**config.mk**
```make
export PLATFORM = sky130hd
export DESIGN_NAME = dmem_arbiter
export DESIGN_NICKNAME = d
export VERILOG_FILES = /design/src/rtl/dmem_arbiter.sv
export SDC_FILE = /design/constraint.sdc
export NUM_CORES = 1
export LEC_CHECK = 0
export CAP_MARGIN = 0
export CORE_UTILIZATION = 30
export CTS_CLUSTER_DIAMETER = 200
export DETAILED_ROUTE_END_ITERATION = 12
export PLACE_DENSITY = 0.68
export REMOVE_ABC_BUFFERS = 1
export SYNTH_ARGS = -nofsm -noshare
export SYNTH_HDL_FRONTEND = slang
export SYNTH_SLANG_ARGS = --single-unit
```
**constraint.sdc**
```tcl
create_clock -name clk -period 1.95 [get_ports clk]
set_input_delay 0.39 -clock clk [delete_from_list [all_inputs] [get_ports clk]]
set_output_delay 0.39 -clock clk [all_outputs]
set_load 0.01 [all_outputs]
```
**src/rtl/dmem_arbiter.sv**
```systemverilog
// Data memory arbiter: serialises core and debug accesses onto one single-ported memory,
// absorbs a fixed read latency and stalls the core while its access is in flight.
module dmem_arbiter #(
    parameter int unsigned AW      = 32,
    parameter int unsigned DW      = 32,
    parameter int unsigned MEM_LAT = 1,
    parameter int unsigned PRIO    = 0
) (
    input  logic          clk,
    input  logic          rst,
    input  logic          c_req,
    input  logic          c_we,
    input  logic [AW-1:0] c_addr,
    input  logic [DW-1:0] c_wdata,
    output logic [DW-1:0] c_rdata,
    output logic          c_done,
    output logic          c_stall,
    input  logic          d_req,
    input  logic          d_we,
    input  logic [AW-1:0] d_addr,
    input  logic [DW-1:0] d_wdata,
    output logic [DW-1:0] d_rdata,
    output logic          d_done,
    output logic          m_en,
    output logic          m_we,
    output logic [AW-1:0] m_addr,
    output logic [DW-1:0] m_wdata,
    input  logic [DW-1:0] m_rdata,
    output logic          busy
);
    localparam int unsigned CW       = (MEM_LAT > 1) ? $clog2(MEM_LAT) : 1;
    localparam logic [CW-1:0] LAT_INIT = CW'(MEM_LAT - 1);
    localparam logic        RR       = (PRIO == 0);

    typedef enum logic [1:0] {S_IDLE, S_ISSUE, S_WAIT, S_DONE} state_t;

    state_t        state, state_nxt;
    logic [CW-1:0] cnt, cnt_nxt;
    logic          last_d;   // most recent grant went to the debug port
    logic          own_d;    // current transaction belongs to the debug port
    logic          lat_we;
    logic          gnt_c, gnt_d, fin;

    assign c_stall = c_req & ~c_done;

    // Next-state, grant and completion decode
    always_comb begin
        state_nxt = state;
        cnt_nxt   = cnt;
        gnt_c     = 1'b0;
        gnt_d     = 1'b0;
        fin       = 1'b0;
        case (state)
            S_IDLE: begin
                if (c_req || d_req) begin
                    if (d_req && (!c_req || (RR && !last_d))) gnt_d = 1'b1;
                    else                                      gnt_c = 1'b1;
                    state_nxt = S_ISSUE;
                end
            end
            S_ISSUE: begin
                cnt_nxt   = LAT_INIT;
                state_nxt = S_WAIT;
            end
            S_WAIT: begin
                if (cnt == '0) begin
                    fin       = 1'b1;
                    state_nxt = S_DONE;
                end else begin
                    cnt_nxt = cnt - CW'(1);
                end
            end
            S_DONE:  state_nxt = S_IDLE;
            default: state_nxt = S_IDLE;
        endcase
    end

    // State, payload latch and registered outputs
    always_ff @(posedge clk) begin
        if (rst) begin
            state   <= S_IDLE;
            cnt     <= '0;
            last_d  <= 1'b1;
            own_d   <= 1'b0;
            lat_we  <= 1'b0;
            m_en    <= 1'b0;
            m_we    <= 1'b0;
            m_addr  <= '0;
            m_wdata <= '0;
            c_rdata <= '0;
            d_rdata <= '0;
            c_done  <= 1'b0;
            d_done  <= 1'b0;
            busy    <= 1'b0;
        end else begin
            state  <= state_nxt;
            cnt    <= cnt_nxt;
            m_en   <= gnt_c | gnt_d;
            m_we   <= (gnt_c & c_we) | (gnt_d & d_we);
            c_done <= fin & ~own_d;
            d_done <= fin & own_d;
            busy   <= (state_nxt != S_IDLE);
            if (gnt_c || gnt_d) begin
                own_d   <= gnt_d;
                last_d  <= gnt_d;
                lat_we  <= gnt_d ? d_we : c_we;
                m_addr  <= gnt_d ? d_addr : c_addr;
                m_wdata <= gnt_d ? d_wdata : c_wdata;
            end
            if (fin && !lat_we) begin
                if (own_d) d_rdata <= m_rdata;
                else       c_rdata <= m_rdata;
            end
        end
    end
endmodule

```
==> impl_results.md, run 1 <==
- Max-cap viol count: 0
- Starting Density: 0.311
- First-pass GRT wire length: 26000 µm
- Port Buffers: 299
- Leakage: 3.51 nW
- Clk_skew: 0.00686 ns
- Commonest non-fill, non-tap cell in the layout: clkdlybuf4s50_1
- Grt ovf: 0
- Final net count: 1000
- Fin crit share: 0.980
- Max stage delay on crit path: 0.54 ns
- Post-Syn Area: 0.00524 mm²
- Cell taking the most area after synthesis: dfxtp_1
- Clock sink count: 138
- Worst skew pair latency: 0.41 ns
- Layout cells sized above 1: 0.0710
- WHS: 0.381 ns
- Setup TNS Final: 0 ns
- NetSw: 3.09 mW
- Number of flops mapped to enable cells by yosys: 0
- Max-slew headroom: 0.573
- Busiest metal layer after global routing: met2
- Peak VDD IR: 0.579 mV
- Register-to-register setup slack: 0.14 ns
- Hold Crit Class: primary input to register
- Worst-path cell chain: clkdlybuf4s50_1 -> nor2b_1 -> clkdlybuf4s50_1
- Most frequent CP cell: clkdlybuf4s50_1
- Synth top area cells: dfxtp_1, a221o_1, nand2_1, and3_1, a21oi_1
- Mean Syn Cell Area: 9.65 µm²
- Min Tclk post-route: 1.91 ns
- Reg2reg end: m_addr[30]
- # H-tree levels: 4
- Primary FF master, synth: dfxtp_1
- CP max-delay cell: clkdlybuf4s50_1
- Commonest non-fill, non-tap cells in the layout: clkdlybuf4s50_1, dfxtp_1, nand2_1, a21oi_1
- Critical Path Fanout Max: 2
- Tightest Pin Transition: 0.639 ns
- Via/cell ratio: 4.82
- IO Count: 300
- Met3 global-route usage: 0.0790
- CTS Root Cell: clkbuf_16
- Place WS: -0.190 ns
- Worst-path clk slew: 0.06 ns
- Hold Path Origin: rst
- Num rows: 47
- Hold depth: 2
- Initial antenna violation count: 1
- Max-slew violations: 0
- DIE AREA: 0.0180 mm²
- Via count: 5131
- Die span in y: 134 µm
- Area grow syn2layout: 71.7%
- Placer Congestion: 0.766
- Worst reg2reg path startpoint: state[0]
- Max Clk Rate: 523 MHz
- N_diodes: 0
- Post-synthesis sequential area ratio: 0.527
- Total setup buffers inserted after CTS: 0
- CP required: 1.56 ns
- Post-synthesis register bit count: 138
- WL final: 17300 µm
- Largest net degree at the start of global routing: 52
- Synth Warn #: 0
- Core Area: 0.0168 mm²
- CTS tree: built
- TritonCTS Buffers: 17
- Unrepaired setup endpoints after global routing: no
- Post-CTS Hold Fix Bufs: 0
- Crit path DAT: 1.52 ns
- GRT met1 Usage: 0.217
- DRC: 0
- Longest Clk Path Bufs: 2
- Cts repair resizes: 0
- Sequential share of power: 0.360
- Distinct cells, synth: 31
- Tot GR Track Use: 0.187
- 1st-iter DRT viols: 174
- Hold Fails Final Rpt: 0
- CP Capture Type: output pin
- DRT Pass-1 Iters: 5
- R2R depth: 6
- Fraction of registers with async set/reset: 0
- Logic gate share of total power: 0.329
- WL per Instance: 16.2 µm
- Element type at the critical path start: primary input
- Vias in the first global route: 4774
- Hold endpoint: last_d
- Sw Share: 0.301
- Cells after Synth: 543
- Post-synth top area share: 0.527
- Setup CP Type: primary input to output pin
- Grt met2 use: 0.314
- HPWL Detailed: 12500 µm
- Final Setup Violations: 0
- Cell Pwr Density: 1140 mW/mm²
- Clk pwr share: 0.311
- Setup ws final: 0.0395 ns
- Die W: 134 µm
- Status: completed
- Post-DRT Antenna Nets: 0
- P_int: 7.19 mW
## stage by stage
stage,util,cells,cell area [µm²],total power [mW]
after floorplan,-,494,4880,5.06
after global placement,0.500,1033,8410,7.14
after detailed placement,0.500,1033,8410,7.17
final,0.535,1065,8990,10.3
after CTS,0.535,1065,8990,10.4
after global routing,0.535,1065,8990,10.8
## logic make-up (layout without fill, tap and decap cells)
| family | count (synthesis) | count (layout) | share of synthesized area |
|---|---|---|---|
| adders and majority gates | 2 | 2 | 0.00478 |
| buffers and inverters | 54 | 356 | 0.0726 |
| AOI/OAI and AO/OA | 138 | 138 | 0.199 |
| DFF | 138 | 138 | 0.527 |
| and+or+nand+nor | 211 | 211 | 0.196 |
## power by group through the flow
stage,sequential [mW],combinational [mW],clock [mW]
floorplan,3.96,1.10,0
finish,3.70,3.38,3.19
global route,3.76,3.62,3.40
detailed placement,3.75,3.42,0
CTS,3.70,3.43,3.26
global placement,3.75,3.39,0
## critical path: cells and delay by family
kind	cells	cell delay (ns)
buffers and inverters	2	1.01
and+or+nand+nor	1	0.13
## how the worst max path moves through the flow
stage | start | end | slack (ns) | depth (start not counted)
6_report | c_req | c_stall | 0.04 | 3
5_1_grt | state[0] | m_addr[7] | 0.001 | 6
3_3_place_gp | c_req | m_wdata[5] | -0.16 | 6
2_1_floorplan | d_req | m_addr[0] | -0.48 | 3
3_5_place_dp | c_req | m_addr[8] | -0.19 | 6
4_1_cts | c_req | c_stall | 0.03 | 3
## per-layer routing
layer	vias to the layer above	wire [µm]
met1	2356	6980
met5	-	18
met3	18	1790
li1	2524	-
met2	231	8260
met4	2	218
## state kept, by name (all words and copies together) (netlist names), 2 cells and up
register / flops
m_addr: 32
c_rdata: 32
d_rdata: 32
state: 2
m_wdata: 32
## cell type report
type	instances	area, µm²
repair buffers	319	3240
multi-input cells	351	2110
inverters	5	18.8
well taps	220	275
clock inverters	13	144
fillers	1564	7830
clock buffers	19	443
flip-flops and latches	138	2760
## Yosys cell counts (2+ instances only)
cell type,number
buf_6,22
nor2_1,3
nand2_1,129
nor2b_1,2
buf_2,10
a221o_1,65
and3_1,65
dfxtp_1,138
clkbuf_1,17
ha_1,2
inv_1,5
a21oi_1,66
Power figures use the tool's default switching activity.
==> run 2: changes to the inputs <==
Settings changed: CORE_UTILIZATION 30 to 38, PLACE_DENSITY 0.68 to 0.82.
==> impl_results.md, run 2 (same netlist as run 1, synthesis figures left out) <==
- Leakage: 3.52 nW (was 3.51 nW)
- Max-slew headroom: 0.729 (was 0.573)
- HPWL Detailed: 12000 µm (was 12500 µm)
- Placer Congestion: 0.836 (was 0.766)
- First-pass GRT wire length: 25800 µm (was 26000 µm)
- 1st-iter DRT viols: 361 (was 174)
- Grt ovf: 0 (unchanged)
- WHS: 0.450 ns (was 0.381 ns)
- Min Tclk post-route: 1.74 ns (was 1.91 ns)
- Final Setup Violations: 0 (unchanged)
- Worst skew pair latency: 0.42 ns (was 0.41 ns)
- Longest Clk Path Bufs: 2 (unchanged)
- CTS Root Cell: clkbuf_16 (unchanged)
- Initial antenna violation count: 0 (was 1)
- Commonest non-fill, non-tap cells in the layout: clkdlybuf4s50_1, dfxtp_1, nand2_1, a21oi_1 (unchanged)
- Max stage delay on crit path: 0.60 ns (was 0.54 ns)
- Hold Fails Final Rpt: 0 (unchanged)
- CP Buf/Inv Count: 1 (was 2)
- Vias in the first global route: 5078 (was 4774)
- Largest net degree at the start of global routing: 72 (was 52)
- Critical Path Fanout Max: 2 (unchanged)
- Area grow syn2layout: 70.9% (was 71.7%)
- Clock sink count: 138 (unchanged)
- Unrepaired setup endpoints after global routing: no (unchanged)
- CP max-delay cell: clkdlybuf4s50_1 (unchanged)
- Tot GR Track Use: 0.234 (was 0.187)
- DRT Pass-1 Iters: 5 (unchanged)
- DIE AREA: 0.0143 mm² (was 0.0180 mm²)
- DRC: 0 (unchanged)
- CP required: 1.56 ns (about the same)
- Die W: 119 µm (was 134 µm)
- FILL cells: 1094 (was 1564)
- # H-tree levels: 4 (unchanged)
- Commonest non-fill, non-tap cell in the layout: clkdlybuf4s50_1 (unchanged)
- Die span in y: 119 µm (was 134 µm)
- Max-slew violations: 0 (unchanged)
- Post-DRT Antenna Nets: 0 (unchanged)
- Crit path max-delay family: buffers and inverters (unchanged)
- Fin crit share: 0.892 (was 0.980)
- Crit path DAT: 1.35 ns (was 1.52 ns)
- Layout cells sized above 1: 0.0666 (was 0.0710)
- N_diodes: 0 (unchanged)
- Total setup buffers inserted after CTS: 0 (unchanged)
- IO Count: 300 (unchanged)
- Setup CP Type: register to output pin (was primary input to output pin)
- CP Capture Type: output pin (unchanged)
- Crit. Startpoint: m_addr[31] (was c_req)
- Port Buffers: 299 (unchanged)
- Hold Path Origin: c_rdata[27] (was rst)
- Max Clk Rate: 575 MHz (was 523 MHz)
- Tightest Pin Transition: 0.406 ns (was 0.639 ns)
- WL final: 16900 µm (was 17300 µm)
- Via/cell ratio: 5.14 (was 4.82)
- Post-Layout Cell Count: 1017 (was 1065)
- Max-cap viol count: 0 (unchanged)
- Pwr Total: 10.4 mW (was 10.3 mW)
- Clk_skew: 0.00896 ns (was 0.00686 ns)
- Num rows: 42 (was 47)
- TritonCTS Buffers: 17 (unchanged)
- Hold Crit Class: register to register (was primary input to register)
- Via count: 5229 (was 5131)
- Worst reg2reg path startpoint: state[0] (unchanged)
- Starting Density: 0.392 (was 0.311)
- Worst-path clk slew: 0.06 ns (about the same)
- WL per Instance: 16.6 µm (was 16.2 µm)
- Final net count: 998 (was 1000)
- CTS tree: built (unchanged)
- Peak VDD IR: 0.538 mV (was 0.579 mV)
- Element type at the critical path start: register (was primary input)
- Core Area: 0.0133 mm² (was 0.0168 mm²)
- Worst-path cell chain: clkdlybuf4s50_1 (was clkdlybuf4s50_1 -> nor2b_1 -> clkdlybuf4s50_1)
- Placed cell count: 987 (was 1033)
- Cell Pwr Density: 1170 mW/mm² (was 1140 mW/mm²)
- Status: completed (unchanged)
-- run 2: cell type report --
type	instances	area (µm²)	area share
timing repair buffer	317	3220	0.360
sequential	138	2760	0.309
multi-input combinational	351	2110	0.236
clock buffer	19	443	0.0495
tap	176	220	0.0246
clock inverter	11	171	0.0192
inverter	5	18.8	0.00210
-- run 2: routing by layer --
layer / routed length [µm] / GRT usage / vias up / part of all wire
met5: 0 / 0 / - / 0
met4: 374 / 0.0977 / 0 / 0.022
met3: 1550 / 0.0857 / 27 / 0.092
met2: 8420 / 0.406 / 239 / 0.50
met1: 6520 / 0.257 / 2439 / 0.39
li1: - / - / 2524 / -
-- run 2: power breakdown --
| group | internal [mW] | switching, mW | total (mW) |
|---|---|---|---|
| combinational | 1.84 | 1.52 | 3.36 |
| sequential | 3.39 | 0.316 | 3.70 |
| clock | 2.16 | 1.21 | 3.37 |
| total | 7.39 | 3.04 | 10.4 |
-- run 2: per-stage QoR --
| stage | instance area, µm² | setup TNS (ns) | setup WS, ns | util |
|---|---|---|---|---|
| 6_report | 8950 | 0 | 0.211 | 0.671 |
| 5_1_grt | 8950 | 0 | 0.158 | 0.671 |
| 4_1_cts | 8950 | 0 | 0.182 | 0.671 |
| 3_5_place_dp | 8340 | -0.600 | -0.0414 | 0.625 |
| 3_3_place_gp | 8340 | -0.474 | -0.0230 | 0.625 |
| 2_1_floorplan | 4880 | -31.90 | -0.480 | - |
-- run 2: path summary, 6_finish.rpt --
kind                               endpoint  slack [ns]  cells after the start
worst max register to register  m_wdata[29]        0.23                      6
worst min register to register  c_rdata[27]        0.45                      2
worst min-delay path            c_rdata[27]        0.45                      2
worst max-delay path             m_addr[31]        0.21                      1
-- run 2: what timing repair did --
action	4_1_cts	5_1_grt
gates resized for setup	1	0
endpoints found under the setup margin	1	0
hold buffers	0	0
==> run 3: changes to the inputs <==
Settings changed: CORE_UTILIZATION 38 to 35, PLACE_DENSITY 0.82 to 0.77.
==> impl_results.md, run 3 (same netlist as run 1, synthesis figures left out) <==
- TritonCTS Buffers: 17 (unchanged)
- Crit. Startpoint: m_wdata[15] (was m_addr[31])
- Sw Share: 0.286 (was 0.292)
- CTS tree: built (unchanged)
- 1st-iter DRT viols: 283 (was 361)
- Total setup buffers inserted after CTS: 0 (unchanged)
- Levels on crit path: 1 (unchanged)
- CP max-delay cell: clkdlybuf4s50_1 (unchanged)
- Largest net degree at the start of global routing: 72 (unchanged)
- Final net count: 995 (was 998)
- CTS Root Cell: clkbuf_16 (unchanged)
- Crit path DAT: 1.36 ns (was 1.35 ns)
- Vias in the first global route: 5036 (was 5078)
- Num rows: 44 (was 42)
- Sequential share of power: 0.349 (was 0.355)
- HPWL Detailed: 11900 µm (was 12000 µm)
- Clk pwr share: 0.336 (was 0.323)
- Placer Congestion: 0.792 (was 0.836)
- Starting Density: 0.359 (was 0.392)
- Finished Cell Area: 0.00896 mm² (was 0.00895 mm²)
- Hold Fails Final Rpt: 0 (unchanged)
- Cell Pwr Density: 1180 mW/mm² (was 1170 mW/mm²)
- DRC: 0 (unchanged)
- Commonest non-fill, non-tap cell in the layout: clkdlybuf4s50_1 (unchanged)
- WL final: 16900 µm (about the same)
- Worst skew pair latency: 0.42 ns (about the same)
- Max Clk Rate: 570 MHz (was 575 MHz)
- Clk_skew: 0.0115 ns (was 0.00896 ns)
- Max-cap viol count: 0 (unchanged)
- Logic gate share of total power: 0.315 (was 0.322)
- Leakage: 3.52 nW (about the same)
- Die span in y: 124 µm (was 119 µm)
- CP Capture Type: output pin (unchanged)
- Via/cell ratio: 5.05 (was 5.14)
- Layout cells sized above 1: 0.0643 (was 0.0666)
- Register-to-register setup slack: 0.27 ns (was 0.23 ns)
- # H-tree levels: 4 (unchanged)
- WHS: 0.450 ns (about the same)
- Unrepaired setup endpoints after global routing: no (unchanged)
- Tot GR Track Use: 0.218 (was 0.234)
- Hold Crit Class: register to register (unchanged)
- Max-slew violations: 0 (unchanged)
- First-pass GRT wire length: 26600 µm (was 25800 µm)
- Setup CP Type: register to output pin (unchanged)
- Clock sink count: 138 (unchanged)
- Worst-path clk slew: 0.06 ns (about the same)
- Post-CTS Hold Fix Bufs: 0 (unchanged)
- CP Capture Point: m_wdata[15] (was m_addr[31])
- Fin crit share: 0.900 (was 0.892)
- Area grow syn2layout: 71.1% (was 70.9%)
- Max stage delay on crit path: 0.60 ns (about the same)
- Max-slew headroom: 0.731 (was 0.729)
- WL per Instance: 16.5 µm (was 16.6 µm)
- Worst reg2reg path startpoint: state[0] (unchanged)
- Commonest non-fill, non-tap cells in the layout: clkdlybuf4s50_1, dfxtp_1, nand2_1, a21oi_1 (unchanged)
- Die W: 124 µm (was 119 µm)
- Element type at the critical path start: register (unchanged)
- Min Tclk post-route: 1.75 ns (was 1.74 ns)
- Post-DRT Antenna Nets: 0 (unchanged)
- DRT Pass-1 Iters: 4 (was 5)
- Worst-path cell chain: clkdlybuf4s50_1 (unchanged)
- NetSw: 3.03 mW (was 3.04 mW)
- R2R depth: 6 (unchanged)
- Longest Clk Path Bufs: 2 (unchanged)
- Critical Path Fanout Max: 2 (unchanged)
- Hold Path Origin: c_rdata[24] (was c_rdata[27])
- DIE AREA: 0.0155 mm² (was 0.0143 mm²)
- Crit path max-delay family: buffers and inverters (unchanged)
- Cts repair resizes: 1 (unchanged)
- Post-DP Area: 0.00831 mm² (was 0.00834 mm²)
- N_diodes: 0 (unchanged)
- IO Count: 300 (unchanged)
- Initial antenna violation count: 0 (unchanged)
- CP required: 1.56 ns (about the same)
- P_int: 7.55 mW (was 7.39 mW)
- Grt ovf: 0 (unchanged)
- CP Buf/Inv Count: 1 (unchanged)
- Reg2reg end: m_wdata[11] (was m_wdata[29])
- Status: completed (unchanged)
- Tightest Pin Transition: 0.402 ns (was 0.406 ns)
- Peak VDD IR: 0.639 mV (was 0.538 mV)
- Pwr Total: 10.6 mW (was 10.4 mW)
- Port Buffers: 299 (unchanged)
- Core Area: 0.0146 mm² (was 0.0133 mm²)
- Via count: 5172 (was 5229)
- Final Setup Violations: 0 (unchanged)
run 3: worst min-delay path by stage:
stage             endpoint  cells past startpoint
2_1_floorplan     state[1]                      1
3_3_place_gp   c_rdata[12]                      2
3_5_place_dp   c_rdata[20]                      2
4_1_cts        d_rdata[19]                      2
5_1_grt        c_rdata[20]                      2
6_report       c_rdata[24]                      2
run 3: power by group through the flow:
stage,clock (mW),combinational (mW),sequential (mW)
after global placement,0,3.31,3.74
after detailed placement,0,3.35,3.74
after global routing,3.76,3.55,3.76
final,3.55,3.33,3.70
after CTS,3.63,3.36,3.70
after floorplan,0,1.10,3.96
run 3: per-layer routing:
metal	up-vias	global-route usage	wire length, µm	part of all wire
li1	2514	-	-	-
met1	2360	0.252	6900	0.41
met2	263	0.356	7910	0.47
met3	35	0.0726	1440	0.085
met4	0	0.116	650	0.038
met5	-	0	0	0
run 3: layout make-up:
class	count	area, µm²
tap	184	230
inverter	5	18.8
fill	1233	5630
sequential	138	2760
multi-input combinational	351	2110
clock inverter	11	191
clock buffer	21	460
timing repair buffer	314	3190
run 3: stage by stage:
stage	setup TNS (ns)	worst slack [ns]	std cells	util
3_5_place_dp	-1.67	-0.0505	992	0.570
3_3_place_gp	-1.17	-0.0297	992	0.570
5_1_grt	0	0.108	1024	0.614
6_report	0	0.195	1024	0.614
2_1_floorplan	-31.90	-0.480	494	-
4_1_cts	0	0.152	1024	0.614
